## config.mk

```make
export PLATFORM = sky130hd
export DESIGN_NAME = frame_buffer_flat
export DESIGN_NICKNAME = d
export VERILOG_FILES = /design/src/rtl/frame_buffer_if.sv /design/src/rtl/frame_buffer.sv /design/src/flat_wrapper.sv
export SDC_FILE = /design/constraint.sdc
export NUM_CORES = 2
export LEC_CHECK = 0
export CAP_MARGIN = 20
export CORE_ASPECT_RATIO = 2
export CORE_MARGIN = 3
export CORE_UTILIZATION = 39
export CTS_CLUSTER_DIAMETER = 30
export DETAILED_ROUTE_END_ITERATION = 16
export HOLD_SLACK_MARGIN = 0.12
export PLACE_DENSITY_LB_ADDON = 0.12
export SLEW_MARGIN = 10
export SYNTH_ARGS = -nofsm -noshare
export SYNTH_HDL_FRONTEND = slang
export SYNTH_SLANG_ARGS = --single-unit
```

## constraint.sdc

```tcl
create_clock -name clk -period 4.3 [get_ports clk]
set_clock_uncertainty 0.05 [all_clocks]
set_input_delay 1.29 -clock clk [delete_from_list [all_inputs] [get_ports clk]]
set_output_delay 1.29 -clock clk [all_outputs]
set_load 0.02 [all_outputs]
```

## src/rtl/frame_buffer_if.sv

```systemverilog
// Writer-side port of frame_buffer: pixel write handshake, swap request/ack
// and the currently displayed bank.
interface frame_buffer_if;
    logic       wr_valid;
    logic       wr_ready;
    logic [4:0] wr_x;
    logic [2:0] wr_y;
    logic [2:0] wr_rgb;
    logic       swap_req;
    logic       swap_ack;
    logic       front_sel;

    modport master (
        output wr_valid, wr_x, wr_y, wr_rgb, swap_req,
        input  wr_ready, swap_ack, front_sel
    );

    modport slave (
        input  wr_valid, wr_x, wr_y, wr_rgb, swap_req,
        output wr_ready, swap_ack, front_sel
    );
endinterface

```

## src/rtl/frame_buffer.sv

```systemverilog
// Double-buffered 3-bit pixel store: front bank read by the matrix sequencer,
// back bank written by the host, swap deferred to a frame wrap.
// Optional macro FRAME_BUFFER_CLEAR_ON_SWAP_EN zeroes the new back bank after each swap.
module frame_buffer #(
    parameter int unsigned ROWS = 8,
    parameter int unsigned COLS = 32
) (
    input  logic       clk,
    input  logic       rst,
    input  logic [2:0] row,
    input  logic [7:0] col,
    output logic [2:0] rgb,
    frame_buffer_if.slave wr
);

    localparam int unsigned CLR_CYCLES = ROWS * COLS;
    localparam int unsigned RW         = $clog2(ROWS);
    localparam int unsigned CW         = $clog2(COLS);
    localparam int unsigned AW         = RW + CW;

    typedef enum logic [1:0] {
        IDLE,
        SWAP_PEND,
        CLEAR
    } state_t;

    state_t                            state_q, state_d;
    logic [1:0][CLR_CYCLES-1:0][2:0]   mem_q;
    logic                              front_sel_q, front_sel_d;
    logic [2:0]                        rgb_q, rgb_d;
    logic                              wr_ready_q, wr_ready_d;
    logic                              swap_ack_q, swap_ack_d;
    logic [2:0]                        prev_row_q;

    logic [AW-1:0] rd_addr;
    logic [AW-1:0] wr_addr;
    logic          rd_in_range;
    logic          wr_in_range;
    logic          wr_fire;
    logic          wrap;

    assign rd_addr     = {row[RW-1:0], col[CW-1:0]};
    assign wr_addr     = {wr.wr_y[RW-1:0], wr.wr_x[CW-1:0]};
    assign rd_in_range = (32'(row) < ROWS) && (32'(col) < COLS);
    assign wr_in_range = (32'(wr.wr_x) < COLS) && (32'(wr.wr_y) < ROWS);
    assign wr_fire     = wr.wr_valid && wr_ready_q && wr_in_range;
    assign wrap        = (prev_row_q == 3'(ROWS - 1)) && (row == '0);

`ifdef FRAME_BUFFER_CLEAR_ON_SWAP_EN
    logic [AW-1:0] clr_q, clr_d;
`endif

    always_comb begin
        state_d     = state_q;
        front_sel_d = front_sel_q;
        swap_ack_d  = 1'b0;
`ifdef FRAME_BUFFER_CLEAR_ON_SWAP_EN
        clr_d       = clr_q;
`endif
        unique case (state_q)
            IDLE: begin
                if (wr.swap_req) state_d = SWAP_PEND;
            end
            SWAP_PEND: begin
                if (wrap) begin
                    front_sel_d = ~front_sel_q;
`ifdef FRAME_BUFFER_CLEAR_ON_SWAP_EN
                    state_d     = CLEAR;
`else
                    state_d     = IDLE;
                    swap_ack_d  = 1'b1;
`endif
                end
            end
            CLEAR: begin
`ifdef FRAME_BUFFER_CLEAR_ON_SWAP_EN
                if (32'(clr_q) == CLR_CYCLES - 1) begin
                    clr_d      = '0;
                    state_d    = IDLE;
                    swap_ack_d = 1'b1;
                end else begin
                    clr_d = clr_q + 1'b1;
                end
`else
                state_d = IDLE;
`endif
            end
            default: state_d = IDLE;
        endcase
        wr_ready_d = (state_d == IDLE);
        // Read through the post-edge bank so the row-0 address on the swap edge sees the new frame.
        rgb_d      = rd_in_range ? mem_q[front_sel_d][rd_addr] : '0;
    end

    always_ff @(posedge clk or negedge rst) begin
        if (!rst) begin
            state_q     <= IDLE;
            front_sel_q <= 1'b0;
            rgb_q       <= '0;
            wr_ready_q  <= 1'b0;
            swap_ack_q  <= 1'b0;
            prev_row_q  <= '0;
        end else begin
            state_q     <= state_d;
            front_sel_q <= front_sel_d;
            rgb_q       <= rgb_d;
            wr_ready_q  <= wr_ready_d;
            swap_ack_q  <= swap_ack_d;
            prev_row_q  <= row;
        end
    end

    always_ff @(posedge clk or negedge rst) begin
        if (!rst) begin
            mem_q <= '0;
        end else begin
            if (wr_fire) mem_q[~front_sel_q][wr_addr] <= wr.wr_rgb;
`ifdef FRAME_BUFFER_CLEAR_ON_SWAP_EN
            if (state_q == CLEAR) mem_q[~front_sel_q][clr_q] <= '0;
`endif
        end
    end

`ifdef FRAME_BUFFER_CLEAR_ON_SWAP_EN
    always_ff @(posedge clk or negedge rst) begin
        if (!rst) clr_q <= '0;
        else      clr_q <= clr_d;
    end
`endif

    assign rgb          = rgb_q;
    assign wr.wr_ready  = wr_ready_q;
    assign wr.swap_ack  = swap_ack_q;
    assign wr.front_sel = front_sel_q;

endmodule

```

## src/flat_wrapper.sv

```systemverilog
// flat-port wrapper written by rule: the top's interface ports become plain ports
module frame_buffer_flat 
#(
    parameter int unsigned ROWS = 8,
    parameter int unsigned COLS = 32
)
  (clk, rst, row, col, rgb, wr_wr_valid, wr_wr_x, wr_wr_y, wr_wr_rgb, wr_swap_req, wr_wr_ready, wr_swap_ack, wr_front_sel);
  frame_buffer_if wr_i ();
  input  logic clk;
  input  logic rst;
  input  logic [2:0] row;
  input  logic [7:0] col;
  output logic [2:0] rgb;
  input wire logic [$bits(wr_i.wr_valid)-1:0] wr_wr_valid;
  input wire logic [$bits(wr_i.wr_x)-1:0] wr_wr_x;
  input wire logic [$bits(wr_i.wr_y)-1:0] wr_wr_y;
  input wire logic [$bits(wr_i.wr_rgb)-1:0] wr_wr_rgb;
  input wire logic [$bits(wr_i.swap_req)-1:0] wr_swap_req;
  output wire logic [$bits(wr_i.wr_ready)-1:0] wr_wr_ready;
  output wire logic [$bits(wr_i.swap_ack)-1:0] wr_swap_ack;
  output wire logic [$bits(wr_i.front_sel)-1:0] wr_front_sel;
  assign wr_i.wr_valid = wr_wr_valid;
  assign wr_i.wr_x = wr_wr_x;
  assign wr_i.wr_y = wr_wr_y;
  assign wr_i.wr_rgb = wr_wr_rgb;
  assign wr_i.swap_req = wr_swap_req;
  assign wr_wr_ready = wr_i.wr_ready;
  assign wr_swap_ack = wr_i.swap_ack;
  assign wr_front_sel = wr_i.front_sel;
  frame_buffer #(.ROWS(ROWS), .COLS(COLS)) u_core (.clk(clk), .rst(rst), .row(row), .col(col), .rgb(rgb), .wr(wr_i));
endmodule
```

==> flow_results.org <==
** Outcome
- The flow ran to the end, and the final reports show no timing, DRC or antenna violations.

** Synth
- In this run, synthesis inferred 0 flip-flops with an integrated enable.
- For this run, the register share of the synthesized area comes to 52.62%.
- Commonest register cell after synthesis :: sky130_fd_sc_hd__dfrtp_1
- Distinct cells, synth :: 85
- The average instance in the mapped netlist occupies 11.68 um^2.
- Number of nets produced by synthesis :: 6325
- Fraction of registers with async set or reset after synthesis :: 100.0%
- Synth area leaders :: sky130_fd_sc_hd__dfrtp_1 (53%), sky130_fd_sc_hd__mux2_2 (24%), sky130_fd_sc_hd__nand2_1 (4.0%)
- Post-synthesis cell type with the largest combined area :: sky130_fd_sc_hd__dfrtp_1
- Netlist Area Pre-Place :: 73560 um^2
- Syn Inst Count :: 6299
- Total number of yosys warnings :: 0
- In this run, synthesis produced a sequential element count of 1547.
- Yosys top cell area share :: 52.62%

** Setup path
- Data required time at the worst endpoint :: 5.01 ns
- In this run the worst path has a maximum fanout of 5.
- Endpoint type of the worst setup path :: flip-flop
- Max stage delay cell, worst path :: sky130_fd_sc_hd__and4_1
- Crit-path cells :: buf_2, buf_4, nor4b_4, buf_4, buf_4, a21oi_4, buf_12, buf_4, o21ai_4, buf_4, buf_4, o221ai_1, a31oi_1, nand2_1, and4_1, nor4_4, buf_4, a211oi_4, nor3_1
- On the worst path, the slowest cell contributes a delay of 0.37 ns.
- Cell repeated most along the worst path :: sky130_fd_sc_hd__buf_4
- Data on the critical path arrives at its endpoint at 4.95 ns.
- The critical path is of the input port to flip-flop type.
- Worst setup SP type :: input port

** Route
- First-pass DRT Iterations :: 8
- Mean number of vias per cell :: 6.191
- The count of nets left with antenna violations once routing finished came out at 0.
- In this run, the number of DRC markers left after iteration 0 of detailed routing was 5249.
- In the routed design, unresolved DRC markers number 0.
- The detailed router put a total of 118.2 mm of wire on met1.
- Total vias in the final route :: 58885
- Met2 wirelength from detailed routing :: 165.4 mm
- Sum of met3 wire segment lengths after detailed routing :: 21.38 mm
- Wires add up to 344.0 mm.
- In the final routed layout, each cell accounts on average for 36.16 um.
- Signal routing reaches up to met5.

** CTS
- Buffer depth of the longest clock path :: 4
- TritonCTS clock tree :: built
- Clock-pin slew was measured on the worst setup and hold paths at 0.06 ns.
- H-tree levels :: 4
- Clock tree synthesis inserted a total of 222 buffers.
- Clk Tree Root Cell :: sky130_fd_sc_hd__clkbuf_16
- For the worst-skew pair, the clock arrives at the later sink with an insertion delay of 0.85 ns.
- CTS Sinks :: 1547

** Global route
- Overflow left after global routing :: 0
- Across every metal layer, demand over resource in global routing totals 34.79%.
- Initial antenna violation count :: 15
- Vias in the first global route :: 61268
- Maximum number of pins on one net before global-route repair :: 120
- First-pass GRT wire length :: 476.7 mm

** Pwr
- Sequential cells account for 39.5% of the total power.
- In this run the power density over the cells is 417.8 nW/um^2.
- Switching power total :: 10.24 mW
- The completed layout was analyzed and its total power is 38.12 mW.
- The worst-case IR drop observed on VDD is 0.3689 mV.
- Sw frac :: 26.85%
- Power share of the clock group :: 50.8%
- Combinational power share :: 9.8%
- The internal power of the cells totals 27.88 mW.
- In this run the static leakage power is 42.74 nW.

** Floorplanning
- Once the floorplan was initialized, standard cells occupied 39.35% of the core.
- Horiz. Die Dim :: 313.1 um
- The die covers 194200 um^2.
- Die Span Y :: 620.2 um
- Standard cell core area :: 186900 um^2
- In this run the count of I/O pins placed on the die edge is 32.
- In this run the core area contains 224 standard-cell rows.

** Timing
- Final worst setup slack :: 0.06086 ns
- Pins Over Slew Limit :: 0
- Final Hold Violating Endpoints :: 0
- Max transition margin :: 27.76%
- Worst slew pin tran :: 1.070 ns
- Clock period minus final worst setup slack :: 4.239 ns
- Setup violations, final :: 0
- Period utilization :: 98.58%
- Setup repair after global routing left no endpoint under its margin.
- Achievable Freq :: 235.9 MHz

** Run
- Number of max-capacitance violations reported :: 0

** Finish
- Commonest non-fill, non-tap cells in the layout :: sky130_fd_sc_hd__mux2_2 (1563), sky130_fd_sc_hd__dfrtp_1 (1546), sky130_fd_sc_hd__nand2_1 (788)
- Number of standard cells in the final layout excluding fillers :: 9512
- Leaving out fill and tap cells, the most frequent cell in the layout is sky130_fd_sc_hd__mux2_2.
- Synthesis-to-layout area growth :: 24.02%
- Layout cell share with drive strength beyond 1 :: 41.61%
- Fin util :: 48.80%
- At the end of the flow, the number of nets in the layout was 6862.

** Placed design
- At the end of routability-driven placement, the weighted congestion stood at 0.9469.
- Placed cell count :: 9071
- In this run the tool buffered the top-level ports with 31 buffer cells.
- Summed over all nets, the half-perimeter wirelength after detailed placement is 240.3 mm.
- Timing analysis after detailed placement gives a worst setup slack of -2.049 ns.

** Worst hold path
- The min-delay analysis places its worst path in the category input port to async pin.
[flip-flops by register name, summed over array words and instances, names as in the netlist]
signal               flops
u_core.mem_q          1536
u_core.prev_row_q        3
u_core.rgb               3
u_core.state_q           2
u_core.wr.front_sel      1
u_core.wr.swap_ack       1
u_core.wr.wr_ready       1
[critical path: cells and delay by family]
kind	cells	cell delay (ns)
simple gates	5	1.32
buf+inv	9	1.58
compound gates	5	0.72
[through the flow]
step	cell area, um^2	setup TNS [ns]	hold WS, ns
5_1_grt	91220	0	0.3114
2_1_floorplan	73560	0	0.4205
3_3_place_gp	82630	-5.292	0.4305
6_report	91230	0	0.2718
4_1_cts	90860	0	0.3371
3_5_place_dp	82630	-5.357	0.4381
[metal layers]
layer,track usage [%],up-vias
met4,31.75,4
met2,58.46,2845
met5,0,-
met3,5.968,1238
li1,-,24018
met1,37.35,30780
[kinds of logic after synthesis]
family | share of synthesized area (%)
mux | 26.52
simple gates | 9.867
flops | 52.62
compound gates | 7.940
buf+inv | 3.043
other cells | 0.005098
[synthesized netlist by cell type (10+ instances only)]
library cell	n
sky130_fd_sc_hd__a2111oi_0	16
sky130_fd_sc_hd__a211oi_1	40
sky130_fd_sc_hd__a21oi_1	123
sky130_fd_sc_hd__a221oi_1	28
sky130_fd_sc_hd__a22o_1	13
sky130_fd_sc_hd__a22oi_1	36
sky130_fd_sc_hd__a31oi_1	91
sky130_fd_sc_hd__a32oi_1	34
sky130_fd_sc_hd__and3_1	40
sky130_fd_sc_hd__buf_1	32
sky130_fd_sc_hd__buf_2	49
sky130_fd_sc_hd__buf_4	24
sky130_fd_sc_hd__buf_6	16
sky130_fd_sc_hd__clkbuf_1	393
sky130_fd_sc_hd__dfrtp_1	1547
sky130_fd_sc_hd__mux2_2	1563
sky130_fd_sc_hd__mux2i_1	139
sky130_fd_sc_hd__mux4_2	23
sky130_fd_sc_hd__nand2_1	793
sky130_fd_sc_hd__nand2b_1	14
sky130_fd_sc_hd__nand3_1	166
sky130_fd_sc_hd__nand4_1	27
sky130_fd_sc_hd__nor2_1	401
sky130_fd_sc_hd__nor2b_1	16
sky130_fd_sc_hd__nor3_1	108
sky130_fd_sc_hd__nor4_1	44
sky130_fd_sc_hd__o2111ai_1	10
sky130_fd_sc_hd__o211ai_1	25
sky130_fd_sc_hd__o21ai_0	69
sky130_fd_sc_hd__o221ai_1	65
sky130_fd_sc_hd__o22a_1	16
sky130_fd_sc_hd__o22ai_1	138
sky130_fd_sc_hd__o31ai_1	13
sky130_fd_sc_hd__or3_1	24
[path summary, 6_finish.rpt]
| path | from | cells past startpoint | slack, ns | endpoint |
|---|---|---|---|---|
| worst max-delay path | row[0] | 19 | 0.06 | u_core.rgb[0] |
| worst min register to register | u_core.mem_q[462] | 1 | 0.45 | u_core.mem_q[462] |
| worst min-delay path | rst | 1 | 0.27 | u_core.mem_q[139] |
| worst max register to register | u_core.state_q[1] | 15 | 0.29 | u_core.rgb[0] |
| min in group clk | u_core.mem_q[462] | 1 | 0.45 | u_core.mem_q[462] |
| max in group asynchronous | rst | 2 | 2.51 | u_core.mem_q[1314] |
[what timing repair did]
item	CTS	global route
resized for setup	53	50
gates cloned	1	3
hold endpoints to repair	0	0
hold buffers	0	0
pin swaps	19	17
setup buffers	16	8
setup endpoints to repair	4	3
[power groups by stage]
stage                     Sequential (mW)  Clock [mW]  Combinational, mW
after floorplan                      15.2           0               1.42
after global placement               15.3           0               3.54
after detailed placement             15.3           0               3.55
after CTS                            15.0        19.6               3.61
after global routing                 15.1        20.1               3.82
final                                15.0        19.4               3.72
[final cells by class]
class | instances | area [um^2]
fill | 17048 | 95710
sequential | 1547 | 38720
multi-input combinational | 4228 | 33310
timing repair buffer | 827 | 8205
clock buffer | 264 | 5996
tap | 2486 | 3110
clock inverter | 142 | 1804
inverter | 10 | 68.82
antenna | 8 | 20.02
Power figures use the tool's default switching activity.
